===== src/rtl/intra4x4_pred_mode_encoding.sv =====
// Intra 4x4 prediction-mode encoder: turns the 16 chosen Intra4x4PredMode
// values of an MB into prev_intra4x4_pred_mode_flag / rem_intra4x4_pred_mode.
// It keeps its own neighbour context: the modes of the current MB, the right
// column of the left MB, and a line buffer holding the bottom row of the MB
// row above.
// Optional build macro INTRA4X4_MODE_CHECK_EN: out-of-range modes (>8) are
// clamped to DC (2) and flagged on the sticky mode_err_out.
module intra4x4_pred_mode_encoding #(
  parameter int MB_WIDTH  = 120,
  parameter int MB_X_BITS = 7,
  parameter int MB_Y_BITS = 7
) (
  input  logic                 clk,
  input  logic                 rst_n,
  input  logic                 mb_start_in,
  input  logic [MB_X_BITS-1:0] mb_x_in,
  input  logic [MB_Y_BITS-1:0] mb_y_in,
  input  logic                 mb_is_i4_in,
  input  logic                 mode_valid_in,
  input  logic [3:0]           mode_in,
  output logic                 mode_ready_out,
  output logic                 flag_valid_out,
  output logic                 prev_flag_out,
  output logic [2:0]           rem_mode_out,
  output logic [3:0]           blk_idx_out,
  input  logic                 flag_ready_in,
  output logic                 mb_done_out,
  output logic                 busy_out,
  output logic                 mode_err_out
);

  typedef enum logic [2:0] {IDLE, FILL, RUN, DRAIN, WB} state_t;

  state_t               state, state_nxt;
  logic [MB_X_BITS-1:0] mb_x;
  logic [MB_Y_BITS-1:0] mb_y;
  logic [3:0]           cnt;
  logic [63:0]          cur;       // nibble i = mode of block i
  logic [15:0]          left;      // nibble y = right column of left MB
  logic [15:0]          line_buf [MB_WIDTH];

  logic [1:0]  bx, by;
  logic [15:0] up_row;
  logic [3:0]  up_nib, left_nib, mpm, mode_eff;
  logic        unavail, accept, prev_c;
  logic [2:0]  rem_c;

  // luma4x4BlkIdx from block coordinates
  function automatic logic [3:0] blk_of(input logic [1:0] cx, input logic [1:0] cy);
    return {cy[1], cx[1], cy[0], cx[0]};
  endfunction

  assign bx     = {cnt[2], cnt[0]};
  assign by     = {cnt[3], cnt[1]};
  assign up_row = line_buf[mb_x];

  assign mode_ready_out = (state == RUN) && (!flag_valid_out || flag_ready_in);
  assign accept         = mode_ready_out && mode_valid_in;
  assign busy_out       = (state != IDLE);

`ifdef INTRA4X4_MODE_CHECK_EN
  logic mode_bad;
  assign mode_bad = (mode_in > 4'd8);
  assign mode_eff = mode_bad ? 4'd2 : mode_in;

  // sticky flag for any accepted out-of-range mode
  always_ff @(posedge clk or negedge rst_n)
    if (!rst_n)                 mode_err_out <= 1'b0;
    else if (accept && mode_bad) mode_err_out <= 1'b1;
`else
  assign mode_eff     = mode_in;
  assign mode_err_out = 1'b0;
`endif

  // neighbour fetch, most-probable mode and rem coding for the current block
  always_comb begin
    up_nib   = (by == 2'd0) ? up_row[{bx, 2'b00} +: 4]
                            : cur[{blk_of(bx, by - 2'd1), 2'b00} +: 4];
    left_nib = (bx == 2'd0) ? left[{by, 2'b00} +: 4]
                            : cur[{blk_of(bx - 2'd1, by), 2'b00} +: 4];
    unavail  = ((mb_y == '0) && (by == 2'd0)) || ((mb_x == '0) && (bx == 2'd0));
    mpm      = unavail ? 4'd2 : ((up_nib < left_nib) ? up_nib : left_nib);
    prev_c   = (mode_eff == mpm);
    // mode <= 8 keeps mode-1 within 3 bits; larger inputs simply wrap
    rem_c    = prev_c ? 3'd0 :
               (mode_eff < mpm) ? mode_eff[2:0] : (mode_eff[2:0] - 3'd1);
  end

  // next-state logic
  always_comb begin
    state_nxt = state;
    case (state)
      IDLE:  if (mb_start_in) state_nxt = mb_is_i4_in ? RUN : FILL;
      FILL:  state_nxt = IDLE;
      RUN:   if (accept && cnt == 4'd15) state_nxt = DRAIN;
      DRAIN: if (!flag_valid_out || flag_ready_in) state_nxt = WB;
      WB:    state_nxt = IDLE;
      default: state_nxt = IDLE;
    endcase
  end

  // control, context registers and the output pair
  always_ff @(posedge clk or negedge rst_n) begin
    if (!rst_n) begin
      state          <= IDLE;
      mb_x           <= '0;
      mb_y           <= '0;
      cnt            <= '0;
      cur            <= '0;
      left           <= 16'h2222;
      flag_valid_out <= 1'b0;
      prev_flag_out  <= 1'b0;
      rem_mode_out   <= '0;
      blk_idx_out    <= '0;
      mb_done_out    <= 1'b0;
    end else begin
      state       <= state_nxt;
      mb_done_out <= (state == FILL) || (state == WB);
      if (state == IDLE && mb_start_in) begin
        mb_x <= mb_x_in;
        mb_y <= mb_y_in;
        cnt  <= '0;
      end
      if (accept) begin
        cur[{cnt, 2'b00} +: 4] <= mode_eff;
        cnt            <= cnt + 4'd1;
        flag_valid_out <= 1'b1;
        prev_flag_out  <= prev_c;
        rem_mode_out   <= rem_c;
        blk_idx_out    <= cnt;
      end else if (flag_ready_in) begin
        flag_valid_out <= 1'b0;
      end
      if (state == FILL) left <= 16'h2222;
      else if (state == WB) left <= {cur[63:60], cur[55:52], cur[31:28], cur[23:20]};
    end
  end

  // line buffer update at MB end; contents deliberately survive reset
  always_ff @(posedge clk) begin
    if (state == FILL)
      line_buf[mb_x] <= 16'h2222;
    else if (state == WB)
      line_buf[mb_x] <= {cur[63:60], cur[59:56], cur[47:44], cur[43:40]};
  end

endmodule


===== config.mk =====
export PLATFORM = sky130hd
export DESIGN_NAME = intra4x4_pred_mode_encoding
export DESIGN_NICKNAME = d
export VERILOG_FILES = /design/src/rtl/intra4x4_pred_mode_encoding.sv
export SDC_FILE = /design/constraint.sdc
export NUM_CORES = 2
export LEC_CHECK = 0
export CORE_UTILIZATION = 56
export CTS_CLUSTER_SIZE = 20
export DETAILED_ROUTE_END_ITERATION = 8
export PLACE_DENSITY = 0.72
export SLEW_MARGIN = 20
export SYNTH_ARGS = -nofsm -noshare
export SYNTH_HDL_FRONTEND = slang
export SYNTH_SLANG_ARGS = --single-unit

===== constraint.sdc =====
create_clock -name clk -period 6.3 [get_ports clk]
set_input_delay 1.575 -clock clk [delete_from_list [all_inputs] [get_ports clk]]
set_output_delay 1.575 -clock clk [all_outputs]
set_load 0.02 [all_outputs]

* Yosys cells after proc, flatten, opt, wreduce, memory -nomap -nowiden *
Memory sizes are Yosys's and may differ from the RTL's.
Cells that the tools add are included.

storage, ports and cells
  bits in registers = 111
  memory bits (writable) = 1,920
  bits of input ports = 24
  output and inout bits = 13
  memories = 1

cells by class
  add/sub/neg operators = 5
  $lt $le $gt $ge = 2
  equality and inequality tests = 9
  shift-type cells = 6
  multiplexer cells = 24
  bitwise logic cells = 1
  reductions and logical operators = 20

memories
  memory    depth  bits a word  rd ports  clocked after Yosys merged registers in  wr ports  RTL line  source
  line_buf  120    16           1         0                                        1         40        logic [15:0] line_buf [MB_WIDTH];

operators by type and width
  operator                  number
  $shiftx A64 B7 Y4         2
  $bwmux W64                1
  $shift A4 B8 Y64 const A  1
  $shiftx A4 B8 Y64         1
  $mux W16                  3
  $shiftx A16 B5 Y4         2
  $mux W4                   6
  $mux W3                   5
  $logic_not A7 Y1          2
  $pmux W3 S3               1
  $lt A4 B4 Y1              2
  $neg A6 Y8                1
  $mux W1                   7
  $eq A3 B2 Y1 const B      2
  $logic_and A1 B1 Y1       6
  $reduce_bool A2 Y1        3
  $add A4 B1 Y4 const B     1
  $eq A4 B4 Y1              1
  $eq A4 B4 Y1 const B      1
  $logic_not A2 Y1          2
  $ne A2 B2 Y1 const B      2
  $sub A2 B1 Y2 const B     2
  $eq A3 B1 Y1 const B      1
  $eq A3 B3 Y1 const B      1
  9 further kinds           11

* Logic depth before layout (Yosys ltp) *
  depth in word-level cells = 9
  depth in mapped cells = 32
  depth with buffers taken out = 25

* Worst setup path after synthesis *
No wires, ideal clock.

  path kind = register to register
  from = reg mb_x[1]
  to = reg rem_mode_out[2]
  library setup time = 83 ps
  data arrival time = 4,962 ps
  required time = 6,217 ps
  setup slack = 1,255 ps
  cell stages (with the launch flop) = 29
  period minus slack after synthesis = 5,045 ps
  cells stage by stage = dfrtp_1 -> buf_2 -> buf_6 -> buf_4 -> buf_6 -> buf_2 -> mux2_2 -> a221oi_1 -> o22ai_1 -> mux4_2 -> o21ai_0 -> nand3_1 -> a31oi_1 -> o21ai_1 -> ha_1 -> nor2b_1 -> o21ai_0 -> a31oi_1 -> o21ai_1 -> nand2_1 -> mux2i_1 -> ha_1 -> nor2b_1 -> o21ai_0 -> nand2b_1 -> a21oi_1 -> nor2b_1 -> xnor2_1 -> o21ai_0

on the way
  cells in the longest elaborated chain, start to end = 9
  elaborated cells between the ends (all ways) = 13
  classes of those cells = order compare: 2; eq/ne: 1; shift: 1; mux: 5; reduce/logical: 3; memory: 1

ends and longest elaborated chain
  element                 RTL line  source
  from (decl)             35        logic [MB_X_BITS-1:0] mb_x;
  from (signal assigned)  120       mb_x <= mb_x_in;
  $mem_v2 Z120 W16        n/a
  $shiftx A16 B5 Y4       77        up_nib = (by == 2'd0) ? up_row[{bx, 2'b00} +: 4]
  $mux W4                 77
  $lt A4 B4 Y1            82        mpm = unavail ? 4'd2 : ((up_nib < left_nib) ? up_nib : left_nib);
  $mux W4                 82
  $mux W4 (*)             82
  $lt A4 B4 Y1            86        (mode_eff < mpm) ? mode_eff[2:0] : (mode_eff[2:0] - 3'd1);
  $mux W3                 86
  $mux W3 (*)             85        rem_c = prev_c ? 3'd0 :
  to (signal assigned)    129       rem_mode_out <= rem_c;
  to (decl)               24        output logic [2:0] rem_mode_out,

Mark *: on every way between the ends. The rest lies on a longest branch, timed or not.
A chain may end at the register's enable or synchronous reset.

* Worst setup path after layout *
  from = reg mb_x[1]
  to = reg rem_mode_out[0]

Same word-level chain as after synthesis.

==> parameters.txt <==
Parameter                              Value

Floorplanning
  DIE HEIGHT    380.1 um
  Area of the die    0.1445 sq mm
  Placeable core region    0.1418 sq mm
  Number of placement rows    138
  Starting density of the core    0.5647
  Floorplan die width    380.1 um
  I/O pins    37

Timing
  Final Setup Violations    0
  Unrepaired setup endpoints after global routing    false
  Period utilization    0.9672
  Hold violation total from the final report    0
  Measured slew at the worst slew-check pin    1.139 ns
  Final number of max-transition violations    0
  Normalized max-slew margin    0.2381
  Maximum clock frequency    0.1641 GHz
  Shortest period the worst path allows    6.093 ns
  Post-route clock skew    0.04183 ns
  Minimum hold slack    0.4757 ns

Global route
  GRT Util Overall    0.3650
  Pin count of the biggest net entering global routing    81
  Initial antenna violation count    18
  Global-route wire length before repair    368300 um
  Vias in the first global route    47229
  Total gr overflow    0

Logic synthesis
  Async S/R FF share, synth    0.05465
  Number of warnings issued by yosys    0
  Cell types with the largest area share after synthesis    edfxtp_1 (72%), mux4_2 (3.5%), dfrtp_1 (3.3%)
  Largest area contributor in the netlist    edfxtp_1
  Post-synth EDFFs    1920
  Yosys cell types    83
  Avg Cell Area, Syn    17.37 sq um
  Share of synthesized area occupied by flip-flops and latches    0.7550
  Synth Net Count    4647
  Count of mapped cells out of synthesis    4608
  Post-synth top flop    edfxtp_1
  Netlist area before placement    0.08005 sq mm
  Flip-flop and latch count after synthesis    2031
  Proportion of netlist area held by the largest area contributor    0.7202

Critical path
  Cell with the biggest individual delay on the critical path    dfrtp_4
  CP Launch Type    flip-flop
  Critical path capture point type    flip-flop
  Start-to-end type of the worst setup path    flip-flop to flip-flop
  Critical path data required time    7.02 ns
  Largest stage delay, worst path    0.57 ns
  Arrival time at the worst endpoint    6.81 ns
  CP max FO    17

Clock tree
  H-tree Lvls    4
  Root buffer cell    clkbuf_16
  # hold bufs at CTS    0
  Clock tree from TritonCTS    built
  Total CTS buffers    198
  Max Buffers Root-to-Sink    3
  Number of clock sinks seen by CTS    2031
  Reg clk slew, reported paths    0.07 ns
  Clock network latency to the later pin of the worst-skew pair    0.86 ns

Run status
  Result of the run    finished, final reports clean

Power and ir drop
  Sw Share    0.3638
  Part of the power in combinational logic    0.349
  Part of the power in registers    0.374
  Clock network fraction of design power    0.277
  Cell Pwr Density    447.9 mW/mm^2
  Largest vdd supply drop    330.6 uV
  Final Power    40.98 mW
  Net switching power    14.91 mW
  Leakage    27.48 nW
  Internal Dissipation    26.07 mW

Worst hold path
  Hold WC Path Type    flip-flop to flip-flop

Layout
  Number of fillers in the final layout    9639
  Nets    5019
  Area growth syn-to-layout    14.31%
  Area taken by multi-input logic gates    0.01819 sq mm
  Layout cells sized above 1    0.2176
  Area taken by flip-flops and latches    0.06045 sq mm

Job
  Total of max-cap violations    0

Route
  Post-route DRC    0
  Number of search-and-repair iterations in the first detailed-routing pass    6
  Antenna violation net count after detailed routing    0
  Routed wire length    266500 um
  Detailed-route via count    50002
  Post-detailed-route wirelength per cell    37.89 um
  Number of DRC markers after the initial detailed-route iteration    8834
  Detail-routed via count per cell    7.111

Place
  Weighted congestion reported at the end of routability-driven placement    1.048
  Post-DP HPWL    166000 um
  Port Buffer Count    35
==> worst max-delay path: cells and delay by family, from the launching register on <==
family | cells | cell delay, ns
flip-flops | 1 | 0.57
buffers and inverters | 4 | 0.83
XOR/XNOR | 1 | 0.11
adder cells (fa/ha/maj) | 2 | 0.58
multiplexers | 1 | 0.22
AND/OR/NAND/NOR | 6 | 0.94
AO/OA/AOI/OAI | 13 | 2.69
==> flip-flops by register name (all words and copies together) (netlist names) <==
name            count
blk_idx_out         4
prev_flag_out       1
rem_mode_out        3
left               16
mb_done_out         1
line_buf         1920
flag_valid_out      1
mb_x                7
cnt                 4
cur                64
state               3
mb_y                7
==> area by class of cell <==
cell class                 instances  area share
clock inverter                    99    0.009927
sequential                      2031      0.6607
clock buffer                     259     0.05709
antenna                            4   0.0001094
inverter                          20   0.0008888
timing repair buffer             490     0.04675
tap                             1890     0.02584
multi-input combinational       2239      0.1987
==> repair_timing <==
action | 4_1_cts | 5_1_grt
setup endpoints to repair | 3 | 3
setup buffers | 0 | 5
cloned | 0 | 3
pin swaps | 0 | 4
gates resized for setup | 8 | 30
==> synthesized netlist by cell type (all sizes together), types with 8 or more instances <==
master and n:
a22oi 210, nor4 18, nand2b 20, nand2 197
o21ai 155, mux4 123, o2bb2ai 10, and2 22
edfxtp 1920, nor2b 19, a222oi 15, a2111oi 8
a41oi 10, a21oi 125, o221ai 15, dfrtp 107
nand3 43, a31oi 29, ha 15, a211oi 17
nor3 24, nand4 19, a221o 48, o211ai 12
clkbuf 105, buf 213, a22o 42, nor2 243
a221oi 184, o22ai 72, o21a 10, inv 19
mux2 190, mux2i 237
==> cells by family after synthesis <==
| logic type | count (synthesis) | share of synthesized area |
|---|---|---|
| compound gates | 1032 | 0.09393 |
| xor+xnor | 4 | 0.0004376 |
| fa+ha+maj | 15 | 0.002344 |
| buf+inv | 338 | 0.02171 |
| flops | 2031 | 0.7550 |
| mux | 550 | 0.09096 |
| other cells | 1 | 0.00004684 |
| simple gates | 637 | 0.03559 |
==> path summary, 6_finish.rpt <==
| kind | start | end | slack [ns] | depth (start not counted) |
|---|---|---|---|---|
| setup / recovery | mb_x[1]$_DFFE_PN0P_ | rem_mode_out[0]$_DFFE_PN0P_ | 0.21 | 27 |
| hold / removal | blk_idx_out[1]$_DFFE_PN0P_ | blk_idx_out[1]$_DFFE_PN0P_ | 0.48 | 2 |
| setup reg to reg | mb_x[1]$_DFFE_PN0P_ | rem_mode_out[0]$_DFFE_PN0P_ | 0.21 | 27 |
| hold reg to reg | blk_idx_out[1]$_DFFE_PN0P_ | blk_idx_out[1]$_DFFE_PN0P_ | 0.48 | 2 |
| max in group asynchronous | rst_n | cur[14]$_DFFE_PN0P_ | 4.17 | 2 |
| min in group asynchronous | rst_n | flag_valid_out$_DFFE_PN0P_ | 0.82 | 1 |
==> metrics by stage <==
step                std cells  utilization  area, sq um  worst slack, ns  setup TNS (ns)
finish                   7032       0.6455        91510           0.2066               0
global route             7028       0.6454        91500          0.04348               0
CTS                      7020       0.6438        91260          0.01005               0
detailed placement       6662       0.6002        85090          -0.3025         -0.8500
global placement         6662       0.6002        85080          -0.2487         -0.7298
floorplan                4608            -        80050            1.255               0
==> routing by layer <==
layer	GRT usage	up-vias	part of all wire
li1	-	19566	-
met4	0.1965	18	0.064
met1	0.5036	25305	0.35
met2	0.5294	4327	0.44
met3	0.1036	786	0.15
met5	0	-	0.00053
==> power groups by stage <==
stage | Sequential, mW | Clock [mW] | Combinational (mW)
CTS | 15.3 | 11.4 | 13.5
floorplan | 15.5 | 0 | 7.02
finish | 15.3 | 11.4 | 14.3
global placement | 15.6 | 0 | 13.3
global route | 15.4 | 11.9 | 14.4
detailed placement | 15.6 | 0 | 13.4
==> cell usage in the layout (no fill, tap or decap), types with 34 or more instances in the layout <==
master and instances:
a21oi_1 124, nand2_1 197, mux2_2 189, o21ai_0 145, mux4_2 123, clkdlybuf4s50_1 34, clkbuf_16 201, a22oi_1 210
a221o_1 48, clkbuf_1 57, a22o_1 42, clkinv_1 38, dfrtp_1 102, mux2i_1 236, nor2_1 237, a221oi_1 180
o22ai_1 71, buf_4 415, edfxtp_1 1920, nand3_1 43
No activity file was read; power rests on OpenSTA's default activity.
